--- src/rtl/eeg_p300_pkg.sv ---
// Shared encodings and default levels for the P300 pattern generator, the detector and their benches.
package eeg_p300_pkg;

  typedef enum logic [1:0] {
    MODE_VALID  = 2'd0,
    MODE_LATE   = 2'd1,
    MODE_SUBTHR = 2'd2,
    MODE_RSVD   = 2'd3
  } mode_t;

  typedef enum logic [2:0] {
    PH_IDLE   = 3'd0,
    PH_RISE   = 3'd1,
    PH_PEAK   = 3'd2,
    PH_FALL   = 3'd3,
    PH_RETURN = 3'd4
  } phase_t;

  localparam logic [7:0] DEF_BASELINE    = 8'd50;
  localparam logic [7:0] DEF_RISE_LVL    = 8'd55;
  localparam logic [7:0] DEF_PEAK_LVL    = 8'd75;
  localparam logic [7:0] DEF_SUBPEAK_LVL = 8'd60;
  localparam logic [7:0] DEF_FALL_LVL    = 8'd59;

  // The reserved encoding behaves as VALID.
  function automatic mode_t norm_mode(input logic [1:0] m);
    if (m == MODE_LATE)   return MODE_LATE;
    if (m == MODE_SUBTHR) return MODE_SUBTHR;
    return MODE_VALID;
  endfunction

endpackage

--- src/rtl/eeg_phase_timer.sv ---
// Loadable down-counter timing one waveform phase; expired reads high while the count is zero.
module eeg_phase_timer #(
  parameter int unsigned CNT_W = 10
) (
  input  logic             clk,
  input  logic             reset,
  input  logic [CNT_W-1:0] load_val,
  input  logic             load,
  input  logic             dec,
  output logic             expired
);

  logic [CNT_W-1:0] count;

  always_ff @(posedge clk) begin
    if (reset) begin
      count <= '0;
    end else if (load) begin
      count <= load_val;
    end else if (dec && (count != '0)) begin
      count <= count - 1'b1;
    end
  end

  assign expired = (count == '0);

endmodule

--- src/rtl/eeg_p300_pattern_gen.sv ---
// Synthetic EEG source: steps through rise/peak/fall/return levels per trial to stimulate the P300 detector.
module eeg_p300_pattern_gen
  import eeg_p300_pkg::*;
#(
  parameter logic [7:0]  BASELINE    = DEF_BASELINE,
  parameter logic [7:0]  RISE_LVL    = DEF_RISE_LVL,
  parameter logic [7:0]  PEAK_LVL    = DEF_PEAK_LVL,
  parameter logic [7:0]  SUBPEAK_LVL = DEF_SUBPEAK_LVL,
  parameter logic [7:0]  FALL_LVL    = DEF_FALL_LVL,
  parameter int unsigned PHASE_CYC   = 10,
  parameter int unsigned LATE_CYC    = 275,
  parameter int unsigned CNT_W       = 10
) (
  input  logic       clk,
  input  logic       reset,
  input  logic       start,
  input  logic [1:0] mode,
  input  logic [3:0] num_trials,
  input  logic       abort,
  output logic [7:0] eeg_signal,
  output logic [2:0] phase_id,
  output logic       busy,
  output logic       done
);

  phase_t           state, nxt;
  mode_t            mode_q, mode_eff;
  logic [3:0]       trials_q;
  logic             accept, last_trial, finish, next_trial;
  logic             timer_load, timer_dec, expired;
  logic [CNT_W-1:0] load_val;
  logic [7:0]       level_nxt;

  eeg_phase_timer #(.CNT_W(CNT_W)) u_timer (
    .clk      (clk),
    .reset    (reset),
    .load_val (load_val),
    .load     (timer_load),
    .dec      (timer_dec),
    .expired  (expired)
  );

  always_comb begin
    accept     = (state == PH_IDLE) && start && !abort;
    // In IDLE the incoming mode selects the first RISE length; afterwards the latched copy rules.
    mode_eff   = (state == PH_IDLE) ? norm_mode(mode) : mode_q;
    last_trial = (trials_q == 4'd1);
    nxt        = state;
    finish     = 1'b0;
    next_trial = 1'b0;
    case (state)
      PH_IDLE:   if (accept) nxt = PH_RISE;
      PH_RISE:   if (expired) nxt = PH_PEAK;
      PH_PEAK:   if (expired) nxt = (mode_q == MODE_SUBTHR) ? PH_RETURN : PH_FALL;
      PH_FALL:   if (expired) nxt = PH_RETURN;
      PH_RETURN: begin
        if (expired) begin
          nxt        = last_trial ? PH_IDLE : PH_RISE;
          finish     = last_trial;
          next_trial = !last_trial;
        end
      end
      default:   nxt = PH_IDLE;
    endcase
    if (abort && (state != PH_IDLE)) begin
      nxt        = PH_IDLE;
      finish     = 1'b0;
      next_trial = 1'b0;
    end

    timer_load = (nxt != state) && (nxt != PH_IDLE);
    timer_dec  = (state != PH_IDLE);
    load_val   = ((nxt == PH_RISE) && (mode_eff == MODE_LATE)) ? CNT_W'(LATE_CYC - 1)
                                                               : CNT_W'(PHASE_CYC - 1);

    level_nxt = BASELINE;
    case (nxt)
      PH_RISE: level_nxt = RISE_LVL;
      PH_PEAK: level_nxt = (mode_eff == MODE_SUBTHR) ? SUBPEAK_LVL : PEAK_LVL;
      PH_FALL: level_nxt = FALL_LVL;
      default: level_nxt = BASELINE;
    endcase
  end

  always_ff @(posedge clk) begin
    if (reset) begin
      state      <= PH_IDLE;
      eeg_signal <= BASELINE;
      busy       <= 1'b0;
      done       <= 1'b0;
      mode_q     <= MODE_VALID;
      trials_q   <= '0;
    end else begin
      state      <= nxt;
      eeg_signal <= level_nxt;
      busy       <= (nxt != PH_IDLE);
      done       <= finish;
      if (accept) begin
        mode_q   <= mode_eff;
        trials_q <= (num_trials == 4'd0) ? 4'd1 : num_trials;
      end else if (next_trial) begin
        trials_q <= trials_q - 4'd1;
      end
    end
  end

  assign phase_id = state;

endmodule

--- config.mk ---
export PLATFORM = sky130hd
export DESIGN_NAME = eeg_p300_pattern_gen
export DESIGN_NICKNAME = d
export VERILOG_FILES = /design/src/rtl/eeg_p300_pkg.sv /design/src/rtl/eeg_phase_timer.sv /design/src/rtl/eeg_p300_pattern_gen.sv
export SDC_FILE = /design/constraint.sdc
export NUM_CORES = 1
export LEC_CHECK = 0
export CORE_ASPECT_RATIO = 0.6
export CORE_MARGIN = 3
export CORE_UTILIZATION = 45
export CTS_CLUSTER_SIZE = 8
export DETAILED_ROUTE_END_ITERATION = 8
export PLACE_DENSITY = 0.77
export SYNTH_ARGS = -nofsm -noshare
export SYNTH_HDL_FRONTEND = slang
export SYNTH_SLANG_ARGS = --single-unit
--- constraint.sdc ---
create_clock -name clk -period 2.7 [get_ports clk]
set_clock_uncertainty 0.2 [all_clocks]
set_input_delay 0.27 -clock clk [delete_from_list [all_inputs] [get_ports clk]]
set_output_delay 0.27 -clock clk [all_outputs]
set_load 0.03 [all_outputs]
==> impl_metrics.json <==
{
  "status": "finished with violations",
  "failed_checks": "negative setup slack",
  "core-area_um2": 3000,
  "p_leak_nw": 0.791,
  "ios": 23,
  "finalWirelength_mm": 4.12,
  "synthTopCellsByArea": "dfxtp_1 36%, nor2_1 5.6%, nand2_1 3.3%, nor3_1 3.0%, xor2_1 3.0%",
  "fillers": 237,
  "start_util": 0.493,
  "max_freq_mhz": 368,
  "finalMaxSlewViolations": 0,
  "maxCapViolCount": 0,
  "drtAntennaViolNets": 0,
  "yosysSeqAreaShare": 0.365,
  "rows": 15,
  "clock_path_buffers": 2,
  "vias_per_cell": 5.73,
  "top_layer_used": "met4",
  "drc": 0,
  "critPathLaunchType": "register",
  "multi_input_area_um2": 950,
  "crit_required_ns": 2.70,
  "hold-worst-slack_ns": 0.337,
  "port-buffer-count": 21,
  "syn2layout_area_growth_pct": 38.3,
  "place_congestion": 0.900,
  "power_density_nw_per_um2": 1210,
  "async_flop_share": 0,
  "clk_pin_slew_ns": 0.10,
  "num_vias": 1473,
  "synth_area_um2": 1480,
  "grt_first_pass_wirelength_mm": 6.35,
  "ys_seq_elements": 27,
  "synth_top_area_frac": 0.365,
  "dieArea_um2": 4040,
  "track_usage": 0.208,
  "ys_top_cells_by_count": "27 x dfxtp_1, 22 x nor2_1, 13 x nand2_1",
  "grt.overflow.total": 0,
  "hpwlAfterDp_mm": 2.91,
  "period_minus_slack_ns": 2.72,
  "antenna_found_initial": 0,
  "post_drt_wl_per_cell_um": 16.0,
  "root_buffer": "clkbuf_8",
  "drive_gt1_frac": 0.279,
  "die_w_um": 80.1,
  "setup_slack_ns": -0.0170,
  "wl_met2_mm": 1.78,
  "setup-violations-final": 6,
  "grt_pass1_vias": 1353,
  "seq_area_um2": 544,
  "cp-end-kind": "register",
  "tightest_slew_ns": 0.555,
  "ir_worst_vdd_mv": 0.521,
  "slew_headroom": 0.629,
  "met1_length_mm": 1.93,
  "ys_types": 51,
  "cts_tree": "yes",
  "fin_nets": 229,
  "crit_arrival_ns": 2.71,
  "period_share": 1.01,
  "n_antenna_cell": 0,
  "crit_type": "reg -> reg",
  "drtIter0Drc": 225,
  "cts_made_buffers": 3,
  "drt-pass1-iter-count": 4,
  "yosys_warnings": 0,
  "total_power_mw": 2.48,
  "syn-num-nets": 187,
  "die_y_um": 50.4,
  "hold_class": "reg -> reg",
  "synth_edf_count": 0,
  "postSynthCellCount": 174,
  "insertion_delay_ns": 0.29,
  "grt_max_degree": 17,
  "final-hold-violation-count": 0,
  "crit_fanout": 5,
  "yosysTopAreaCell": "dfxtp_1",
  "cts.htree.levels": 1,
  "avgSynthCellArea_um2": 8.51,
  "synth_flop_cell": "dfxtp_1",
  "wl_met3_um": 341,
  "clock-sinks": 27,
  "rsz0062_at_grt": "yes",
  "yosysMostFrequentCell": "dfxtp_1"
}
-- cell usage in the layout (no fill, tap or decap), drive strengths merged, types with 4 or more instances in the layout --
master	count
xor2	5
inv	7
a21oi	8
buf	28
nand2	13
xnor2	4
nor2	22
nor3	9
o21ai	7
nand3	5
nand2b	5
nor4	5
dfxtp	27
or4	4
clkdlybuf4s50	21
-- cells by family after synthesis --
group,after synthesis,share of synthesized area
flip-flops,27,0.365
buffers and inverters,19,0.0617
XOR/XNOR,9,0.0532
other,1,0.00253
AO/OA/AOI/OAI,34,0.178
multiplexers,3,0.0203
AND/OR/NAND/NOR,78,0.294
adder cells (fa/ha/maj),3,0.0253
-- state kept, by name, indices dropped and copies added, names as in the netlist --
| signal | flops |
|---|---|
| trials_q | 4 |
| eeg_signal | 6 |
| phase_id | 3 |
| done | 1 |
| u_timer.count | 10 |
| busy | 1 |
| mode_q | 2 |
-- area by class of cell --
type	count	area share
Clock inverter	1	0.00366
Clock buffer	3	0.0201
Timing Repair Buffer	49	0.209
Inverter	7	0.0128
Sequential cell	27	0.266
Tap cell	42	0.0256
Multi-Input combinational cell	128	0.463
-- stage by stage --
stage | std cells | TNS [ns] | utilization | setup WS, ns | area (um2)
after floorplan | 174 | -0.303 | - | -0.141 | 1530
after global placement | 249 | 0 | 0.630 | 0.0448 | 1890
after detailed placement | 249 | -0.0300 | 0.630 | -0.0300 | 1890
after CTS | 255 | -0.0441 | 0.661 | -0.0216 | 1980
after global routing | 257 | -1.03 | 0.683 | -0.0856 | 2050
final | 257 | -0.0424 | 0.683 | -0.0170 | 2050
-- metal layers --
| metal | up-vias | GRT usage |
|---|---|---|
| met4 | 0 | 0.0702 |
| met2 | 68 | 0.313 |
| met5 | - | 0 |
| met1 | 697 | 0.286 |
| li1 | 700 | - |
| met3 | 8 | 0.0556 |
-- power by group --
| group | internal (mW) | switching (mW) | total (mW) |
|---|---|---|---|
| clock network | 0.105 | 0.139 | 0.244 |
| registers | 0.491 | 0.0642 | 0.556 |
| logic | 0.807 | 0.878 | 1.68 |
-- critical path: stages (launching register included) --
cell	delay (ns)
dfxtp_2	0.33
or4_4	0.54
or4_4	0.55
a31oi_4	0.24
o311ai_4	0.14
a32oi_4	0.27
nand2_1	0.18
a21o_1	0.19
-- what timing repair did --
action / 4_1_cts / 5_1_grt
gates resized for setup: 6 / 10
setup buffers: 2 / 2
cloned: 0 / 0
endpoints found under the setup margin: 1 / 19
hold buffers: 0 / 0
pin swaps: 12 / 3
-- worst paths after layout --
kind                     from                to  slack [ns]  depth (start not counted)
max          u_timer.count[5]  u_timer.count[8]       -0.02                          7
min                 mode_q[1]         mode_q[1]        0.34                          2
max reg2reg  u_timer.count[5]  u_timer.count[8]       -0.02                          7
min reg2reg         mode_q[1]         mode_q[1]        0.34                          2
Power figures use the tool's default switching activity.
